## src/rtl/tmr32_pwm_seq.sv

```systemverilog
// Compare-value sequencer for the 32-bit timer/PWM block.
// Plays a table of (cmpx, cmpy, repeat) entries, advancing on period ends.
module tmr32_pwm_seq #(
  parameter int AW    = 3,
  parameter int RPT_W = 8
) (
  input  logic             clk,
  input  logic             rst_n,
  input  logic             tbl_we,
  input  logic [AW-1:0]    tbl_addr,
  input  logic [31:0]      tbl_cmpx,
  input  logic [31:0]      tbl_cmpy,
  input  logic [RPT_W-1:0] tbl_rpt,
  input  logic [AW-1:0]    seq_last,
  input  logic             loop_en,
  input  logic             start,
  input  logic             stop,
  input  logic             timeout_flag,
  output logic             tmr_en,
  output logic [31:0]      cmpx,
  output logic [31:0]      cmpy,
  output logic             busy,
  output logic             done,
  output logic [AW-1:0]    cur_idx
);

  localparam int DEPTH = 2 ** AW;

  typedef enum logic [1:0] {
    S_IDLE,
    S_LOAD,
    S_RUN,
    S_DONE
  } state_e;

  logic [31:0]      tx_q [DEPTH];
  logic [31:0]      ty_q [DEPTH];
  logic [RPT_W-1:0] tr_q [DEPTH];

  state_e           state_q;
  logic             tmo_q;
  logic             pend_q;
  logic             loop_q;
  logic [AW-1:0]    last_q;
  logic [AW-1:0]    idx_q;
  logic [RPT_W-1:0] rpt_q;
  logic [31:0]      cmpx_q;
  logic [31:0]      cmpy_q;
  logic             tmr_en_q;
  logic             busy_q;
  logic             done_q;

  logic ev_d;
  logic adv_d;

  // timeout_flag is a level held for a prescaler tick; act on its rise only
  assign ev_d  = timeout_flag & ~tmo_q;
  assign adv_d = ev_d | pend_q;

  always_ff @(posedge clk) begin
    if (tbl_we) begin
      tx_q[tbl_addr] <= tbl_cmpx;
      ty_q[tbl_addr] <= tbl_cmpy;
      tr_q[tbl_addr] <= tbl_rpt;
    end
  end

  always_ff @(posedge clk) begin
    if (!rst_n) begin
      state_q  <= S_IDLE;
      tmo_q    <= 1'b0;
      pend_q   <= 1'b0;
      loop_q   <= 1'b0;
      last_q   <= '0;
      idx_q    <= '0;
      rpt_q    <= '0;
      cmpx_q   <= '0;
      cmpy_q   <= '0;
      tmr_en_q <= 1'b0;
      busy_q   <= 1'b0;
      done_q   <= 1'b0;
    end else begin
      tmo_q  <= timeout_flag;
      done_q <= 1'b0;
      if (stop && state_q != S_IDLE) begin
        state_q  <= S_IDLE;
        tmr_en_q <= 1'b0;
        busy_q   <= 1'b0;
        pend_q   <= 1'b0;
      end else begin
        unique case (state_q)
          S_IDLE: begin
            pend_q <= 1'b0;
            if (start) begin
              state_q  <= S_LOAD;
              idx_q    <= '0;
              last_q   <= seq_last;
              loop_q   <= loop_en;
              tmr_en_q <= 1'b1;
              busy_q   <= 1'b1;
            end
          end
          S_LOAD: begin
            cmpx_q  <= tx_q[idx_q];
            cmpy_q  <= ty_q[idx_q];
            rpt_q   <= tr_q[idx_q];
            state_q <= S_RUN;
            if (ev_d) pend_q <= 1'b1;
          end
          S_RUN: begin
            pend_q <= 1'b0;
            if (adv_d) begin
              if (rpt_q != '0) begin
                rpt_q <= rpt_q - RPT_W'(1);
              end else if (idx_q != last_q) begin
                idx_q   <= idx_q + AW'(1);
                state_q <= S_LOAD;
              end else if (loop_q) begin
                idx_q   <= '0;
                state_q <= S_LOAD;
              end else begin
                state_q  <= S_DONE;
                done_q   <= 1'b1;
                tmr_en_q <= 1'b0;
                busy_q   <= 1'b0;
              end
            end
          end
          S_DONE: begin
            state_q <= S_IDLE;
          end
        endcase
      end
    end
  end

  assign tmr_en  = tmr_en_q;
  assign cmpx    = cmpx_q;
  assign cmpy    = cmpy_q;
  assign busy    = busy_q;
  assign done    = done_q;
  assign cur_idx = idx_q;

endmodule

```

## config.mk

```make
export PLATFORM = sky130hd
export DESIGN_NAME = tmr32_pwm_seq
export DESIGN_NICKNAME = d
export VERILOG_FILES = /design/src/rtl/tmr32_pwm_seq.sv
export SDC_FILE = /design/constraint.sdc
export NUM_CORES = 1
export LEC_CHECK = 0
export CAP_MARGIN = 5
export CORE_ASPECT_RATIO = 0.5
export CORE_MARGIN = 4
export CORE_UTILIZATION = 50
export DETAILED_ROUTE_END_ITERATION = 6
export GPL_TIMING_DRIVEN = 0
export HOLD_SLACK_MARGIN = 0.03
export PLACE_DENSITY = 0.81
export SLEW_MARGIN = 25
export SYNTH_ARGS = -nofsm -noshare
export SYNTH_HDL_FRONTEND = slang
export SYNTH_SLANG_ARGS = --single-unit
```

## constraint.sdc

```tcl
create_clock -name clk -period 8.1 [get_ports clk]
set_clock_uncertainty 0.15 [all_clocks]
set_input_delay 2.43 -clock clk [delete_from_list [all_inputs] [get_ports clk]]
set_output_delay 2.43 -clock clk [all_outputs]
set_load 0.02 [all_outputs]
```

**Word level (Yosys, flattened, before mapping)**

Memory sizes are Yosys's and may differ from the RTL's. A register that Yosys moved wholly into a read port is not among the register bits.
Index checks and enable logic that the tools add are counted.

- Add/sub/neg operators: 2
- Multipliers: 0
- Div/mod/pow operators: 0
- Magnitude comparators: 0
- Eq/ne operators: 12
- Shifts and indexed selects: 0
- Multiplexer cells: 28
- Bitwise operators: 7
- Reductions and logical operators: 19

Operators with widths:

| operator | number |
|---|---|
| $mux W3 | 7 |
| $mux W8 | 2 |
| $pmux W8 S2 | 1 |
| $ne A2 B2 Y1 const B | 7 |
| $reduce_and A6 Y1 | 2 |
| $mux W2 | 5 |
| $mux W1 | 9 |
| $pmux W2 S4 | 1 |
| $reduce_bool A2 Y1 | 4 |
| $reduce_bool A8 Y1 | 1 |
| $sub A8 B1 Y8 const B | 1 |
| $pmux W3 S2 | 1 |
| $reduce_and A3 Y1 | 2 |
| $reduce_or A6 Y1 | 1 |
| $not A1 Y1 | 5 |
| $eq A2 B2 Y1 const B | 2 |
| $pmux W1 S2 | 2 |
| $reduce_and A2 Y1 | 2 |
| $reduce_and A4 Y1 | 1 |
| $reduce_or A2 Y1 | 2 |
| $add A3 B1 Y3 const B | 1 |
| $ne A3 B3 Y1 | 1 |
| $ne A3 B3 Y1 const B | 1 |
| $eq A2 B1 Y1 const B | 1 |
| 5 further kinds | 6 |

- Flip-flop bits (word level): 21
- Bits in latches: 0
- Memory bits (writable): 576
- Memory bits (read-only): 0
- Bits of input ports: 85
- Output and inout bits: 70
- Logic and storage cells: 80
- Memories kept: 3

Memory list:

| name | depth | width | read ports | clocked after Yosys merged registers in | write ports | line | source |
|---|---|---|---|---|---|---|---|
| tx_q | 8 | 32 | 1 | 1 | 1 | 36 | `logic [31:0] tx_q [DEPTH];` |
| ty_q | 8 | 32 | 1 | 1 | 1 | 37 | `logic [31:0] ty_q [DEPTH];` |
| tr_q | 8 | 8 | 1 | 1 | 1 | 38 | `logic [RPT_W-1:0] tr_q [DEPTH];` |

**Longest topological paths before layout**

Gate-level depths: netlist of run 1.

- Depth in word-level cells: 7
- Mapped depth: 7
- Mapped depth without buffers: 7

**Least setup slack after synthesis of run 1**

No wires, ideal clock.

- Kind: input port to flip-flop
- Start point: input port tbl_addr[0]
- End point: memory tr_q[0][0], enable pin
- Library setup time: 0.592 ns
- Data arrival time: 7.497 ns
- Slack: -0.138 ns
- Stages: 2
- Cells stage by stage: nand2b_1 > nor3_1

RTL lines:

| element | line | source |
|---|---|---|
| start: declaration | 10 | `input logic [AW-1:0] tbl_addr,` |
| end: declaration | 38 |  |

Straight into the memory's write port.

**Final worst setup path of run 1**

- Start point: input port stop
- End point: register cmpx_q[22], in the netlist cmpx[22] (read register of tx_q)

- Longest elaborated chain between the ends: 3

Ends and longest elaborated chain:

| element | line | source |
|---|---|---|
| start: declaration | 17 | `input logic stop,` |
| $logic_and A1 B1 Y1 | 85 | `if (stop && state_q != S_IDLE) begin` |
| $not A1 Y1 (no source line) | -- |  |
| $reduce_and A2 Y1 (no source line) | -- |  |
| end: declaration | 47 | `logic [31:0] cmpx_q;` |

No other way between the ends.
A chain may end at the register's enable or synchronous reset.

==> results of run 1 <==
state kept, by name, indices dropped and copies added (netlist names), named ones only:
name / cells
busy: 1
cmpx: 32
tmo_q: 1
rpt_q: 8
done: 1
tx_q: 256
last_q: 3
pend_q: 1
cur_idx: 3
tr_q: 64
cmpy: 32
ty_q: 256
loop_q: 1
state_q: 2
power by group through the flow:
stage	clock, mW	combinational, mW	sequential (mW)
6_report	2.66	0.400	3.89
5_1_grt	2.84	0.420	3.90
4_1_cts	2.65	0.396	3.89
3_5_place_dp	0	0.386	3.96
3_3_place_gp	0	0.336	3.96
2_1_floorplan	0	0.148	3.97
Yosys cell counts (5+ instances only):
cell | instances | area [sq um]
edfxtp_1 | 576 | 17300
mux4_2 | 144 | 3240
dfxtp_1 | 88 | 1760
nand2_1 | 84 | 315
mux2i_1 | 74 | 741
o211a_1 | 64 | 641
clkbuf_1 | 30 | 113
buf_2 | 22 | 110
nor2_1 | 17 | 63.8
buf_1 | 13 | 48.8
a21oi_1 | 12 | 60.1
o21ai_0 | 12 | 60.1
nand2b_1 | 8 | 50.1
a21boi_0 | 7 | 52.6
nand3_1 | 7 | 35.0
inv_1 | 5 | 18.8
nor2b_1 | 5 | 31.3
worst max-delay path, cell delays in order:
cell	delay (ns)
clkdlybuf4s50_1	0.53
nor2_2	0.64
clkbuf_1	0.93
clkbuf_1	0.55
nand2_1	0.20
o211a_1	0.20
layer usage:
layer  wire length, microns  global-route usage (%)
met3                   4870                    3.91
met4                   3850                    11.6
met1                  21700                    28.3
met2                  33400                    41.2
met5                      0                       0
final timing paths:
kind | to | slack [ns] | cells past startpoint
worst max-delay path | cmpx[22]$_SDFFE_PN0P_ | 2.93 | 6
worst min-delay path | last_q[2]$_SDFFE_PN0P_ | 0.35 | 2
worst max register to register | cmpx[22]$_SDFFE_PN0P_ | 4.74 | 6
worst min register to register | last_q[2]$_SDFFE_PN0P_ | 0.35 | 2
per-stage QoR:
step	TNS [ns]	total power [mW]	utilization [%]	std cells	instance area, sq um
global route	0	7.15	61.6	2172	30200
floorplan	0	4.12	-	1210	25000
detailed placement	0	4.34	57.9	2057	28400
global placement	-988.59	4.29	55.8	2013	27400
CTS	0	6.94	61.6	2162	30200
finish	0	6.96	61.6	2172	30200
placed cells by master (no fill, tap or decap), types with 2 or more instances in the layout:
cell type / n
edfxtp_1: 576
clkdlybuf4s50_1: 154
mux4_2: 144
dfxtp_1: 88
nand2_1: 84
mux2i_1: 74
o211a_1: 64
clkbuf_16: 57
clkbuf_1: 50
buf_16: 25
buf_2: 22
clkbuf_8: 16
buf_1: 13
o21ai_0: 12
a21oi_1: 12
buf_8: 12
diode_2: 10
nor2_1: 10
nand2b_1: 8
clkinv_2: 8
nand3_1: 7
a21boi_0: 7
nor2_4: 6
buf_6: 6
inv_1: 5
nor2b_1: 5
o211ai_1: 4
buf_4: 3
xor2_1: 3
nor4_1: 3
ha_1: 3
o31ai_1: 2
a311o_1: 2
nor3_4: 2
a211o_1: 2
mux2_2: 2
a31oi_1: 2
nor3_1: 2
inv_6: 2
cell families (layout without fill, tap and decap cells):
family / Yosys count / count (layout) / share of synthesized area [%]
AND/OR/NAND/NOR: 135 / 135 / 2.41
flip-flops: 664 / 664 / 76.3
XOR/XNOR: 3 / 3 / 0.105
adder cells (fa/ha/maj): 3 / 3 / 0.150
multiplexers: 220 / 220 / 16.0
other: 0 / 10 / 0
buffers and inverters: 73 / 376 / 1.25
AO/OA/AOI/OAI: 112 / 112 / 3.80
cell type report:
class,count,share of cell area (%)
Sequential cell,664,63.1
Inverter,5,0.0622
Timing Repair Buffer,198,8.27
Clock inverter,11,0.203
Buffer,68,0.978
Antenna cell,10,0.0829
Multi-Input combinational cell,473,18.9
Tap cell,649,2.69
Clock buffer,94,5.72
==> impl_results.md, run 1 <==
* Status: finished clean
* Synth Flop Type: edfxtp_1
* Worst flop-to-flop path startpoint: state_q[1]$_SDFFE_PP0P_
* Final worst slack at about 2.9 ns
* Fin crit share at a little under two thirds
* WP data arrival at between 5 and 6 ns
* GRT Residual Overflow at 0
* CTS Sinks at around 660
* TritonCTS clock tree: yes
* Antenna violations before repair at 10
* Critical path launch point type: input port
* Row count at 57
* LEAKAGE at between 10 and 15 nW
* Sequential share of power at 56.0%
* Post-cts sizing count at 0
* Global-route wire length before repair at 93.8 mm
* Sw Ratio at between 20% and 30%
* Crit path capture type: register
* Post-synth EDFFs at 576
* Vias in the first global route at about 14,000
* Worst Hold Launch: last_q[2]$_SDFFE_PN0P_
* Crit path max fanout at 11
* Worst slew margin at a little over a fifth
* Die width at 324 microns
* Vias per cell at 6.37
* Period minus WS final at between 5 and 6 ns
* Routed via count at about 14,000
* Netlist Area Pre-Place at 0.0250 sq mm
* Pint at approximately 5.5 mW
* Cell variety after synth at 40
* Layout area overhead at 20.8%
* Detailed Place HPWL at around 38 mm
* Core ar. at between 0.04 and 0.05 sq mm
* Final ANT Viol Nets at 0
* Die ar. at 0.0538 sq mm
* Largest net degree at the start of global routing at 19
* Clock Tree Buf Depth at 3
* Post-CTS Setup Inserts at 0
* FF+latch area at around 0.019 sq mm
* Max Cap Violations at 0
* Layout cells sized above 1 at between 20% and 30%
* Clock root buffer: clkbuf_16
* Drt pass-1 iters at 6
* # fillers at between 3,000 and 4,000
* CTS buffer count at 56
* Hold Crit Class: reg2reg
* Synth Instances at between 1,000 and 1,500
* Combinational fraction of design power at 5.7%
* Seq cells post-synth at between 600 and 700
* WS Path Type: in2reg
* Placer congestion estimate at about 0.8
* Routed WL per cell at between 20 and 30 microns
* F_max at 0.193 GHz
* Syn_nets at roughly 1,300
* RSZ-0062 raised after global routing: no
* Pwr Density at between 200 and 250 mW/mm^2
* Final setup viols at 0
* CP Launch Point: stop
* CP required at 8.42 ns
* H-tree depth at 2
* Drc violations at 0
* Syn avg cell area at 20.7 sq um
* Die Height at roughly 170 microns
* Post-synth ARST share at 0%
* Maximum vdd drop at 0.168 mV
* Multi-input gate area at between 0.005 and 0.006 sq mm
* Hold buffer count at cts at 0
* Clock transition at path regs at 0.07 ns
* GRT Total Usage at a little under a quarter
* DRT Wirelength at 63.8 mm
* Pre-CTS setup slack at 2.53 ns
* Sw Pwr at between 1 and 1.5 mW
* Clk_lat worst skew at around 0.61 ns
* Worst slew pin tran at 1.17 ns
* Clock power share at 38.3%
* Hold slack at 0.348 ns
* Initial core utilization at 51.0%
* Final #Nets at approximately 1,600
* Hold Vio Cnt, Final at 0
* Register area share after synthesis at between 70% and 80%
* Num ports at 155
* PortBufs at approximately 150
* Max-slew violation count at 0
* DRT iter0 DRCs at 1,896
* Yosys warns at 0
(Power assumes the default switching activity.)
==> run 2: changes to the inputs <==
--- a/config.mk
+++ b/config.mk
@@ -12,7 +12,7 @@
 export DETAILED_ROUTE_END_ITERATION = 6
 export GPL_TIMING_DRIVEN = 0
 export HOLD_SLACK_MARGIN = 0.03
-export PLACE_DENSITY = 0.81
+export PLACE_DENSITY = 0.78
 export SLEW_MARGIN = 25
 export SYNTH_ARGS = -nofsm -noshare
 export SYNTH_HDL_FRONTEND = slang
==> constraint.sdc (replaced) <==
create_clock -name clk -period 5 [get_ports clk]
set_clock_uncertainty 0.15 [all_clocks]
set_input_delay 1.5 -clock clk [delete_from_list [all_inputs] [get_ports clk]]
set_output_delay 1.5 -clock clk [all_outputs]
set_load 0.02 [all_outputs]
==> run 2 against run 1 <==
Worst hold slack worse by 0.029 ns. Clock power is 64% higher. Sequential power is 62% higher. Combinational power is 54% higher. Die area stayed put. Register-to-register slack worse by 2.8 ns. Final cell count is 0.55% lower. Routed wire length is 11% lower. Power is 62% higher. Clock-buffer cell count is 12 lower. Critical path type unchanged.
==> impl_results.md, run 2 (synthesis results as in run 1) <==
* Clock root buffer: clkbuf_16 (unchanged)
* Maximum vdd drop at 0.260 mV (was 0.168 mV)
* DRT met1 WL at 21.4 mm (was 21.7 mm)
* Final setup viols at 0 (unchanged)
* Die Height at 166 microns (unchanged)
* Detailed Place HPWL at 36.3 mm (was 38.1 mm)
* Critical path launch point type: input port (unchanged)
* H-tree depth at 2 (unchanged)
* WP data arrival at 4.30 ns (was 5.49 ns)
* Status: finished clean (unchanged)
* Core ar. at 0.0490 sq mm (unchanged)
* Drt pass-1 iters at 5 (was 6)
* Clock Tree Buf Depth at 3 (unchanged)
* WL met3 at 3.63 mm (was 4.87 mm)
* Routed via count at 13,000 (was 13,800)
* Layout area overhead at 20.3% (was 20.8%)
* Row count at 57 (unchanged)
* Antenna violations before repair at 3 (was 10)
* Hold Crit Class: reg2reg (unchanged)
* CP peak stage delay at 0.84 ns (was 0.93 ns)
* Die width at 324 microns (unchanged)
* Slowest stage cell on the critical path: clkbuf_1 (unchanged)
* Pre-CTS setup slack at 0.460 ns (was 2.53 ns)
* F_max at about 0.25 GHz
* DRT iter0 DRCs at 1,487 (was 1,896)
* Placed cell area at 0.0282 sq mm (was 0.0284 sq mm)
* Placer congestion estimate at 0.806 (was 0.823)
* Routed WL per cell at 26.2 microns (was 29.4 microns)
* Cells along the critical path: clkdlybuf4s50_1, nor2_2, clkbuf_1, clkbuf_1, o211a_1 (was clkdlybuf4s50_1, nor2_2, clkbuf_1, clkbuf_1, nand2_1, o211a_1)
* Global-route wire length before repair at 85.6 mm (was 93.8 mm)
* Clk_lat worst skew at 0.59 ns (was 0.61 ns)
* Clock transition at path regs at 0.07 ns (about the same)
* CTS Sinks at 664 (unchanged)
* CP required at 5.37 ns (was 8.42 ns)
* Period minus WS final at between 3 and 4 ns
* Max Cap Violations at 0 (unchanged)
* Setup TNS Final at 0 ns (unchanged)
* Hold buffer count at cts at 0 (unchanged)
* Finished Cell Area at 0.0301 sq mm (was 0.0302 sq mm)
* Vias per cell at 6.00 (was 6.37)
* Largest net degree at the start of global routing at 20 (was 19)
* WS Path Type: in2reg (unchanged)
* Final #Nets at 1,549 (was 1,554)
* Final ANT Viol Nets at 0 (unchanged)
* Vias in the first global route at 13,600 (was 14,200)
* Fin crit share at 78.5%
* Drc violations at 0 (unchanged)
* Die ar. at 0.0538 sq mm (unchanged)
* Crit path max fanout at 10 (was 11)
* Worst slew pin tran at 1.08 ns (was 1.17 ns)
* WL met2 at 30.1 mm (was 33.4 mm)
* TritonCTS clock tree: yes (unchanged)
* Final worst slack at 1.07 ns (was 2.93 ns)
* PortBufs at 154 (unchanged)
* Placed insts at 2,053 (was 2,057)
* Largest regs: tx_q x256, ty_q x256, tr_q x64 (unchanged)
* CTS buffer count at 55 (was 56)
* GRT Residual Overflow at 0 (unchanged)
* Post-CTS Setup Inserts at 0 (unchanged)
* # fillers at 3,137 (was 3,033)
* RSZ-0062 raised after global routing: no (unchanged)
* Leading cell type in the layout, fill and taps excluded: edfxtp_1 (unchanged)
* Worst slew margin at 27.8% (was 21.8%)
* Hold Vio Cnt, Final at 0 (unchanged)
* Critical path's most frequent cell: clkbuf_1 (unchanged)
* Highest metal used: met4 (unchanged)
* GRT Total Usage at 21.2% (was 23.5%)
* Pwr Density at 375 mW/mm^2 (was 230 mW/mm^2)
* LEAKAGE at 10.1 nW (about the same)
* Hold depth at 1 (was 2)
* Initial core utilization at 51.0% (unchanged)
* Post-Layout Cell Count at 2,160 (was 2,172)
* DRT Wirelength at 56.7 mm (was 63.8 mm)
* Num ports at 155 (unchanged)
* Worst R2R Path Depth at 5 (was 6)
* Hold slack at 0.319 ns (was 0.348 ns)
* Max-slew violation count at 0 (unchanged)
* Post-cts sizing count at 0 (unchanged)
* Most frequent cells in the layout: 576 x edfxtp_1, 154 x clkdlybuf4s50_1, 144 x mux4_2 (unchanged)
* Crit path capture type: register (unchanged)
* Layout cells sized above 1 at 20.3% (was 20.6%)
run 2: cell count changes in the layout (fill, tap and decap cells not counted), moves of 6 or more:
cell,change
clkbuf_1,-8
clkinv_1,+7
buf_8,-6
buf_16,-10
buf_12,+8
diode_2,-6
run 2: metrics by stage:
step	power, mW	util [%]
CTS	11.3	61.4
finish	11.3	61.4
global route	11.6	61.4
global placement	6.95	55.9
detailed placement	7.02	57.6
floorplan	6.68	-
run 2: worst paths after layout:
kind / from / to / slack (ns)
worst max register to register: state_q[1]$_SDFFE_PP0P_ / cmpx[18]$_SDFFE_PN0P_ / 1.94
worst min-delay path: loop_q$_SDFFE_PN0P_ / done$_SDFF_PP0_ / 0.32
worst min register to register: loop_q$_SDFFE_PN0P_ / done$_SDFF_PP0_ / 0.32
worst max-delay path: stop / cmpx[18]$_SDFFE_PN0P_ / 1.07
run 2: layout make-up:
type | instances | area [sq um] | share of cell area [%]
multi-input cells | 473 | 5690 | 18.9
plain buffers | 68 | 294 | 0.978
clock buffers | 82 | 1650 | 5.49
repair buffers | 194 | 2340 | 7.77
flip-flops and latches | 664 | 19100 | 63.4
inverters | 5 | 18.8 | 0.0624
diodes | 4 | 10.0 | 0.0333
well taps | 649 | 812 | 2.70
clock inverters | 21 | 201 | 0.670
run 2: metal layers:
| layer | track usage, % | vias to the layer above |
|---|---|---|
| met1 | 27.4 | 6810 |
| met4 | 6.39 | 0 |
| met5 | 0 | - |
| met2 | 37.4 | 581 |
| met3 | 3.19 | 84 |
| li1 | - | 5494 |
run 2: critical path: cells and delay by family:
family,cells,cell delay (ns)
buffers and inverters,3,1.89
AO/OA/AOI/OAI,1,0.23
AND/OR/NAND/NOR,1,0.66
run 2: power breakdown:
group / switching, mW / internal [mW] / leakage [nW]
combinational: 0.340 / 0.279 / 3.21
clock: 1.87 / 2.48 / 0.911
sequential: 0.0716 / 6.22 / 5.95
total: 2.28 / 8.98 / 10.1
